===== config.mk =====
export PLATFORM = sky130hd
export DESIGN_NAME = ucc_cmd_sequencer_flat
export DESIGN_NICKNAME = d
export VERILOG_FILES = /design/src/rtl/ucc_pkg.sv /design/src/rtl/ucc_cmd_sequencer_if.sv /design/src/rtl/ucc_step_counter.sv /design/src/rtl/ucc_cmd_sequencer.sv /design/src/flat_wrapper.sv
export SDC_FILE = /design/constraint.sdc
export NUM_CORES = 1
export LEC_CHECK = 0
export BUFFER_PORTS_ARGS = -buffer_cell sky130_fd_sc_hd__buf_2
export CAP_MARGIN = 5
export CORE_ASPECT_RATIO = 1.4
export CORE_UTILIZATION = 40
export CTS_CLUSTER_DIAMETER = 80
export DETAILED_ROUTE_END_ITERATION = 16
export SLEW_MARGIN = 20
export SYNTH_ARGS = -nofsm -noshare
export SYNTH_HDL_FRONTEND = slang
export SYNTH_SLANG_ARGS = --single-unit

===== constraint.sdc =====
create_clock -name clk_i -period 2.65 [get_ports clk_i]
set_input_delay 0.265 -clock clk_i [delete_from_list [all_inputs] [get_ports clk_i]]
set_output_delay 0.265 -clock clk_i [all_outputs]
set_load 0.02 [all_outputs]

===== src/rtl/ucc_pkg.sv =====
// Shared types for the universal-counter command sequencer.
package ucc_pkg;

  localparam int unsigned UCC_WIDTH  = 8;
  localparam int unsigned UCC_STEP_W = 8;

  typedef enum logic [1:0] {
    CM_HOLD = 2'd0,
    CM_UP   = 2'd1,
    CM_DOWN = 2'd2,
    CM_LOAD = 2'd3
  } ctr_mode_e;

  typedef enum logic [1:0] {
    OP_NOP  = 2'd0,
    OP_UP   = 2'd1,
    OP_DOWN = 2'd2,
    OP_LOAD = 2'd3
  } cmd_op_e;

  typedef enum logic [2:0] {
    ST_IDLE,
    ST_LOAD,
    ST_UP,
    ST_DOWN,
    ST_DONE
  } seq_state_e;

endpackage


===== src/rtl/ucc_cmd_sequencer_if.sv =====
// Command valid/ready channel into the sequencer.
interface ucc_cmd_sequencer_if #(
  parameter int unsigned WIDTH = 8
);
  import ucc_pkg::*;

  logic             cmd_valid;
  logic             cmd_ready;
  cmd_op_e          cmd_op;
  logic [WIDTH-1:0] cmd_data;

  modport master (output cmd_valid, cmd_op, cmd_data, input cmd_ready);
  modport slave  (input cmd_valid, cmd_op, cmd_data, output cmd_ready);

endinterface


===== src/rtl/ucc_step_counter.sv =====
// Remaining-step down-counter for UP commands; flags the final step.
module ucc_step_counter #(
  parameter int unsigned STEP_W = 8
) (
  input  logic              clk_i,
  input  logic              rst_ni,
  input  logic              load_i,
  input  logic [STEP_W-1:0] load_val_i,
  input  logic              dec_i,
  output logic              is_one_o
);

  logic [STEP_W-1:0] cnt_q, cnt_d;

  // Saturate at zero so a stray dec never wraps into a huge count.
  always_comb begin
    cnt_d = cnt_q;
    if (load_i) begin
      cnt_d = load_val_i;
    end else if (dec_i && (cnt_q != '0)) begin
      cnt_d = cnt_q - STEP_W'(1);
    end
  end

  always_ff @(posedge clk_i or negedge rst_ni) begin
    if (!rst_ni) begin
      cnt_q <= '0;
    end else begin
      cnt_q <= cnt_d;
    end
  end

  assign is_one_o = (cnt_q == STEP_W'(1));

endmodule


===== src/rtl/ucc_cmd_sequencer.sv =====
// Turns LOAD / UP-by-N / DOWN-to-zero / NOP commands into cycle-by-cycle counter controls.
module ucc_cmd_sequencer
  import ucc_pkg::*;
#(
  parameter int unsigned WIDTH  = UCC_WIDTH,
  parameter int unsigned STEP_W = UCC_STEP_W
) (
  input  logic               clk_i,
  input  logic               rst_ni,
  ucc_cmd_sequencer_if.slave cmd_if,
  input  logic               abort_i,
  output ctr_mode_e          ctr_mode_o,
  output logic [WIDTH-1:0]   ctr_pin_o,
  output logic               ctr_cin_o,
  input  logic [WIDTH-1:0]   ctr_fout_i,
  input  logic               ctr_cout_i,
  output logic               busy_o,
  output logic               done_o,
  output logic [WIDTH-1:0]   res_data_o,
  output logic               ovf_o,
  output logic               aborted_o
);

  seq_state_e       state_q, state_d;
  logic [WIDTH-1:0] data_q, data_d;
  logic [WIDTH-1:0] res_q, res_d;
  logic             ovf_q, ovf_d;
  logic             aborted_q, aborted_d;
  logic             step_load, step_dec, step_is_one;

  ucc_step_counter #(.STEP_W(STEP_W)) u_step (
    .clk_i      (clk_i),
    .rst_ni     (rst_ni),
    .load_i     (step_load),
    .load_val_i (cmd_if.cmd_data[STEP_W-1:0]),
    .dec_i      (step_dec),
    .is_one_o   (step_is_one)
  );

  always_comb begin
    state_d    = state_q;
    data_d     = data_q;
    res_d      = res_q;
    ovf_d      = ovf_q;
    aborted_d  = aborted_q;
    step_load  = 1'b0;
    step_dec   = 1'b0;
    ctr_mode_o = CM_HOLD;
    ctr_pin_o  = '0;
    ctr_cin_o  = 1'b0;
    unique case (state_q)
      ST_IDLE: begin
        if (cmd_if.cmd_valid) begin
          data_d    = cmd_if.cmd_data;
          ovf_d     = 1'b0;
          aborted_d = 1'b0;
          unique case (cmd_if.cmd_op)
            OP_NOP:  state_d = ST_DONE;
            OP_LOAD: state_d = ST_LOAD;
            OP_UP: begin
              step_load = 1'b1;
              state_d   = (cmd_if.cmd_data[STEP_W-1:0] == '0) ? ST_DONE : ST_UP;
            end
            OP_DOWN: state_d = (ctr_fout_i == '0) ? ST_DONE : ST_DOWN;
            default: state_d = ST_IDLE;
          endcase
        end
      end
      ST_LOAD: begin
        ctr_mode_o = CM_LOAD;
        ctr_pin_o  = data_q;
        state_d    = ST_DONE;
      end
      // An abort cycle issues no step; the counter keeps its value.
      ST_UP: begin
        if (abort_i) begin
          aborted_d = 1'b1;
          state_d   = ST_DONE;
        end else begin
          ctr_mode_o = CM_UP;
          ctr_cin_o  = 1'b1;
          step_dec   = 1'b1;
          if (ctr_cout_i) ovf_d = 1'b1;
          if (step_is_one) state_d = ST_DONE;
        end
      end
      ST_DOWN: begin
        if (abort_i) begin
          aborted_d = 1'b1;
          state_d   = ST_DONE;
        end else if (ctr_fout_i == '0) begin
          state_d = ST_DONE;
        end else begin
          ctr_mode_o = CM_DOWN;
          if (ctr_fout_i == WIDTH'(1)) state_d = ST_DONE;
        end
      end
      ST_DONE: begin
        res_d   = ctr_fout_i;
        state_d = ST_IDLE;
      end
      default: state_d = ST_IDLE;
    endcase
  end

  always_ff @(posedge clk_i or negedge rst_ni) begin
    if (!rst_ni) begin
      state_q   <= ST_IDLE;
      data_q    <= '0;
      res_q     <= '0;
      ovf_q     <= 1'b0;
      aborted_q <= 1'b0;
    end else begin
      state_q   <= state_d;
      data_q    <= data_d;
      res_q     <= res_d;
      ovf_q     <= ovf_d;
      aborted_q <= aborted_d;
    end
  end

  assign cmd_if.cmd_ready = (state_q == ST_IDLE);
  assign busy_o           = (state_q != ST_IDLE);
  assign done_o           = (state_q == ST_DONE);
  // The result is live during the done pulse and then held.
  assign res_data_o       = (state_q == ST_DONE) ? ctr_fout_i : res_q;
  assign ovf_o            = ovf_q;
  assign aborted_o        = aborted_q;

endmodule

===== src/flat_wrapper.sv =====
// flat-port wrapper written by rule: the top's interface ports become plain ports
module ucc_cmd_sequencer_flat import ucc_pkg::*;
#(
  parameter int unsigned WIDTH  = UCC_WIDTH,
  parameter int unsigned STEP_W = UCC_STEP_W
)
  (clk_i, rst_ni, abort_i, ctr_mode_o, ctr_pin_o, ctr_cin_o, ctr_fout_i, ctr_cout_i, busy_o, done_o, res_data_o, ovf_o, aborted_o, cmd_if_cmd_valid, cmd_if_cmd_op, cmd_if_cmd_data, cmd_if_cmd_ready);
  ucc_cmd_sequencer_if #(.WIDTH(WIDTH)) cmd_if_i ();
  input  logic clk_i;
  input  logic rst_ni;
  input  logic abort_i;
  output ctr_mode_e ctr_mode_o;
  output logic [WIDTH-1:0] ctr_pin_o;
  output logic ctr_cin_o;
  input  logic [WIDTH-1:0] ctr_fout_i;
  input  logic ctr_cout_i;
  output logic busy_o;
  output logic done_o;
  output logic [WIDTH-1:0] res_data_o;
  output logic ovf_o;
  output logic aborted_o;
  input wire logic [$bits(cmd_if_i.cmd_valid)-1:0] cmd_if_cmd_valid;
  input wire logic [$bits(cmd_if_i.cmd_op)-1:0] cmd_if_cmd_op;
  input wire logic [$bits(cmd_if_i.cmd_data)-1:0] cmd_if_cmd_data;
  output wire logic [$bits(cmd_if_i.cmd_ready)-1:0] cmd_if_cmd_ready;
  assign cmd_if_i.cmd_valid = cmd_if_cmd_valid;
  assign cmd_if_i.cmd_op = cmd_if_cmd_op;
  assign cmd_if_i.cmd_data = cmd_if_cmd_data;
  assign cmd_if_cmd_ready = cmd_if_i.cmd_ready;
  ucc_cmd_sequencer #(.WIDTH(WIDTH), .STEP_W(STEP_W)) u_core (.clk_i(clk_i), .rst_ni(rst_ni), .cmd_if(cmd_if_i), .abort_i(abort_i), .ctr_mode_o(ctr_mode_o), .ctr_pin_o(ctr_pin_o), .ctr_cin_o(ctr_cin_o), .ctr_fout_i(ctr_fout_i), .ctr_cout_i(ctr_cout_i), .busy_o(busy_o), .done_o(done_o), .res_data_o(res_data_o), .ovf_o(ovf_o), .aborted_o(aborted_o));
endmodule

Word level (Yosys, flattened, before mapping)
Cells that the tools add are included.
Widths: inputs -> output; s select.
{"block": "op_classes", "n_addsub": 1, "eq_ne": 15, "muxes": 29, "reduce_logical": 15}
{"op": "$mux 8", "count": 4}
{"op": "$mux 3", "count": 8}
{"op": "$pmux 3 s4", "count": 2}
{"op": "$eq 8x1->1 const B", "count": 2}
{"op": "$logic_not 8->1", "count": 2}
{"op": "$mux 1", "count": 10}
{"op": "$reduce_bool 8->1", "count": 1}
{"op": "$sub 8x1->8 const B", "count": 1}
{"op": "$eq 3x2->1 const B", "count": 2}
{"op": "$ne 2x2->1 const B", "count": 3}
{"op": "$pmux 2 s3", "count": 1}
{"op": "$reduce_and 3->1", "count": 2}
{"op": "$reduce_bool 2->1", "count": 3}
{"op": "$eq 2x2->1 const B", "count": 2}
{"op": "$mux 2", "count": 2}
{"op": "$ne 4x2->1 const B", "count": 1}
{"op": "$pmux 1 s2", "count": 2}
{"op": "$reduce_and 4->1", "count": 1}
{"op": "$eq 3x1->1 const B", "count": 1}
{"op": "$eq 3x3->1 const B", "count": 1}
{"op": "$logic_not 3->1", "count": 1}
{"op": "$ne 3x2->1 const B", "count": 1}
{"op": "$reduce_bool 3->1", "count": 1}
{"op": "$eq 2x1->1 const B", "count": 1}
{"op": "5 further kinds", "count": 5}
{"block": "word_totals", "reg_bits": 29, "inputBits": 23, "out_inout_bits": 24, "wordCells": 66}

Depth between registers and ports, before layout
{"block": "logic_depth", "ltp_word": 5, "depth_mapped": 6, "ltp_nobuf": 6}

Modules after synthesis
A second synthesis with hierarchy kept.
{"block": "hier_totals", "cells_unflattened": 150, "area_unflattened_um2": 1617.8}
{"mod": "ucc_cmd_sequencer", "n_inst": 1, "cells_each": 86, "area_each_um2": 1043.5, "seq_area_each_um2": 525.5}
{"mod": "ucc_step_counter", "n_inst": 1, "cells_each": 64, "area_each_um2": 574.3, "seq_area_each_um2": 200.2}

Least setup slack after synthesis
No wires, ideal clock.
{"block": "synth_timing", "kind": "reg2out", "from": "reg u_core.state_q[1]", "to": "out res_data_o[0]", "arrival_time_ps": 1598, "required_time_ps": 2385, "setup_slack_ps": 787, "path_stages_with_launch": 4, "path_buffers": 0, "path_cell_list": "dfrtp_1 or2_2 nor2_2 mux2_2"}
{"block": "synth_via", "elab_chain_cells": 2}
{"item": "start: declaration", "line_no": "ucc_cmd_sequencer.sv:24", "rtl": "seq_state_e state_q, state_d;"}
{"item": "start signal: assignment", "line_no": "ucc_cmd_sequencer.sv:114", "rtl": "state_q <= state_d;"}
{"item": "$eq 3x3->1"}
{"item": "net done_o", "line_no": "flat_wrapper.sv:18", "rtl": "output logic done_o;"}
{"item": "$mux 8", "line_no": "ucc_cmd_sequencer.sv:126", "rtl": "assign res_data_o = (state_q == ST_DONE) ? ctr_fout_i : res_q;"}
{"item": "end: declaration", "line_no": "flat_wrapper.sv:19", "rtl": "output logic [WIDTH-1:0] res_data_o;"}
The timed path passes the listed nets, and every way through them passes these cells.

Worst setup path in the final report
{"block": "layout_timing", "from": "reg u_core.state_q[1]", "to": "out res_data_o[1]"}
{"block": "layout_via", "elab_chain_cells": 2}
{"item": "$eq 3x3->1", "line_no": "ucc_cmd_sequencer.sv:126"}
{"item": "$mux 8", "line_no": "ucc_cmd_sequencer.sv:126"}
Every way passes these cells.

==> summary.txt <==
Clock network
  • Post-CTS setup buffer count: 0
  • Clock edge transition at the registers on the reported setup and hold paths: around 0.070 ns
  • Post-cts sizing count: 0
  • Clock tree from TritonCTS: done
  • CTS H-Tree Depth: 2
  • Root buffer selected by CTS: clkbuf_8
  • Clock Sinks: 29
  • Number of buffers added to fix hold violations after cts: 0
  • Worst-Skew Late Latency: around 0.27 ns
  • CTS Buffer Depth: 2
  • CTS Buf Count: 5

Yosys
  • Most common cell in the netlist: dfrtp_1
  • FFs w/ async S/R, synth: 1.00
  • Portion of synthesized cell area occupied by the leading cell type: 0.480
  • Fraction of synthesized cell area in xor and xnor cells: 0.00579
  • Synth top area cells: dfrtp_1, mux2_2, and2_1, a21oi_1, nand2_1
  • Arithmetic-cell share of the synthesized area counting full adders, half adders and majority gates: 0.0165
  • Syn avg cell area: ~11 µm²
  • Post-synthesis sequential element count: 29
  • Cell types with the highest counts after synthesis: dfrtp_1, mux2_2, a21oi_1, nand2_1
  • Synthesized-area fraction occupied by ao, oa, aoi and oai cells: 0.132
  • Number of flops mapped to enable cells by yosys: 0
  • Gate Count Post-Synth: about 140
  • Top flip-flop cell by instance count after synthesis: dfrtp_1
  • Synth Area in Simple Gates: 0.218
  • Mapped Nets: between 150 and 200
  • Mux contribution to synthesized area: 0.126
  • Dominant combinational cell family by area after synthesis: simple AND/OR/NAND/NOR gates
  • Library cells used by synthesis: 42
  • Area of the mapped netlist: roughly 0.0015 mm²
  • Seq/Total Area, Yosys: 0.480
  • Yosys warning count: 0
  • Yosys top cell by area: dfrtp_1

Place
  • Post-place instance area: roughly 0.0018 mm²
  • Detailed placer's ending HPWL: ~2800 µm
  • GP Congestion: around 0.86
  • Count of input and output buffers: 46

Cells and area
  • Number of filler instances in the final layout: ~380
  • Number of diodes: 0
  • Area delta synth->final: 26.8%
  • Post-route cell area: around 0.0019 mm²
  • Share of cells above drive strength 1: 0.448
  • Total Nets Final: roughly 220

Worst hold path
  • Min-delay worst type: in -> async

Floorplanning
  • Starting Density: 0.415
  • DIE AREA: roughly 0.0040 mm²
  • Die width: between 50 and 60 µm
  • Number of top-level pins: between 40 and 50
  • Standard-cell row count: 26
  • Height of the die: about 75 µm
  • Core ar.: approximately 0.0036 mm²

Status
  • Outcome: finished, final reports clean

Pwr
  • Leakage: 0.900 nW
  • Internal power contribution: roughly 0.0014 W
  • Gate power share: 0.435
  • Share of total power in the clock network: 0.204
  • Switch Pwr: 0.000879 W
  • Power share of the sequential group: 0.361
  • Power density over the cells: roughly 1200 mW/mm²
  • Worst ir drop on vdd: approximately 0.73 mV
  • Switching share of total power: 0.386

Timing
  • Clock skew after layout: roughly 0.0058 ns
  • Least-Margin Pin Slew: roughly 0.67 ns
  • Total negative slack for setup checks: 0 ns
  • Post-route clock period utilization: 0.845
  • Highest Clock Rate: between 400 and 500 MHz
  • Shortest period the worst path allows: about 2.2 ns
  • Setup repair after global routing missed its margin: false
  • Relative max-transition margin: 0.551
  • Final hold vios: 0
  • Final slew viol count: 0
  • Setup-failing EPs final: 0

Critical path
  • Critical path capture point type: primary output
  • Required arrival time at the worst endpoint: around 2.4 ns
  • Largest driver fanout on the critical path: 9
  • Setup slack of the most critical reg-to-reg path: 0.69 ns
  • Worst reg2reg endpoint: u_core.u_step.cnt_q[1]
  • Crit path DAT: around 2.0 ns
  • R2r worst-path depth: 6
  • Crit Path Category: reg -> out
  • Reg-to-Reg Start: u_core.u_step.cnt_q[0]
  • Startpoint type of the worst setup path: flop

Routing
  • Wire length per cell: around 15 µm
  • Initial DRC Count: 53
  • Wire length after detailed routing: between 3000 and 4000 µm
  • Count of nets left with antenna violations after detail routing: 0
  • Average via count per standard cell: around 5.4
  • DR vias: roughly 1.3k
  • Number of search-and-repair iterations in the first detailed-routing pass: 4
  • Post-route DRC: 0

Global routing
  • Number of global-route vias before repair: ~1.2k
  • Total congestion overflow: 0
  • Global-route usage over all layers: 0.199
  • Largest net degree at the start of global routing: 30
  • First-pass GRT wire length: 5680 µm
  • Antenna violations before repair: 0

Job
  • Max cap viols: 0
-- stage by stage --
stage	utilization	power, W	std cells	hold WS (ns)	setup slack (ns)
final	0.526	0.00228	234	0.0173	0.410
after floorplan	-	0.00151	138	-0.0306	0.787
after global placement	0.495	0.00179	226	0.328	0.734
after detailed placement	0.495	0.00183	226	0.338	0.692
after CTS	0.526	0.00231	234	0.0358	0.384
after global routing	0.526	0.00243	234	0.0738	0.321
-- layer usage --
layer / global-route usage / part of all wire / vias to the layer above
met1: 0.243 / 0.42 / 604
met3: 0.0525 / 0.048 / 4
met5: 0 / 0 / -
met4: 0.0684 / 0.0084 / 0
met2: 0.335 / 0.52 / 37
li1: - / - / 616
-- state kept, by name, summed over array words and instances (netlist names) --
signal               flops
u_core.state_q           3
u_core.res_q             8
u_core.data_q            8
u_core.u_step.cnt_q      8
u_core.aborted_o         1
u_core.ovf_o             1
-- layout make-up --
type / instances / area [µm²] / area share
repair buffers: 48 / 245 / 0.128
multi-input cells: 100 / 752 / 0.392
inverters: 7 / 26.3 / 0.0137
clock buffers: 7 / 86.3 / 0.0450
flip-flops and latches: 29 / 726 / 0.378
well taps: 42 / 52.6 / 0.0274
clock inverters: 1 / 30.0 / 0.0157
-- cells by family (layout without fill, tap and decap cells) --
group	after synthesis	count (layout)
DFF	29	29
AOI/OAI and AO/OA	26	26
adders and majority gates	2	2
and+or+nand+nor	54	54
muxes	17	17
buffers and inverters	9	63
xor gates and xnor gates	1	1
-- power groups by stage --
stage / Sequential [W] / Combinational, W / Clock [W]
global route: 0.000847 / 0.00107 / 0.000507
floorplan: 0.000800 / 0.000710 / 0
detailed placement: 0.000830 / 0.000996 / 0
global placement: 0.000815 / 0.000976 / 0
finish: 0.000822 / 0.000989 / 0.000465
CTS: 0.000823 / 0.00100 / 0.000482
-- worst max-delay path, stage by stage, from the launching register on --
cell and delay [ns]:
dfrtp_1 0.43, or2_2 0.36, nor2_2 0.36, mux2_2 0.40
buf_2 0.16
-- how the worst max path moves through the flow --
stage | end | slack [ns] | depth (start not counted) | startpoint
5_1_grt | res_data_o[2] | 0.32 | 4 | u_core.state_q[1]
3_3_place_gp | u_core.u_step.cnt_q[0] | 0.73 | 6 | u_core.u_step.cnt_q[0]
3_5_place_dp | res_data_o[1] | 0.69 | 4 | u_core.state_q[1]
6_report | res_data_o[1] | 0.41 | 4 | u_core.state_q[1]
2_1_floorplan | res_data_o[0] | 0.79 | 3 | u_core.state_q[1]
4_1_cts | res_data_o[1] | 0.38 | 4 | u_core.state_q[1]
-- placed cells by master (no fill, tap or decap), types with 2 or more instances in the layout --
| master | netlist | layout |
|---|---|---|
| buf_2 | 1 | 46 |
| dfrtp_1 | 29 | 29 |
| mux2_2 | 16 | 16 |
| a21oi_1 | 9 | 9 |
| nand2_1 | 9 | 9 |
| nor2_1 | 8 | 8 |
| and2_1 | 8 | 8 |
| inv_1 | 6 | 6 |
| clkbuf_8 | 0 | 6 |
| nand3_1 | 5 | 5 |
| nor4_1 | 4 | 4 |
| o21ai_0 | 4 | 4 |
| or2_2 | 3 | 3 |
| nor3_1 | 3 | 3 |
| o221a_2 | 2 | 2 |
| o311ai_1 | 2 | 2 |
| nand4_1 | 2 | 2 |
| ha_1 | 2 | 2 |
| buf_4 | 0 | 2 |
(Power assumes the default switching activity.)
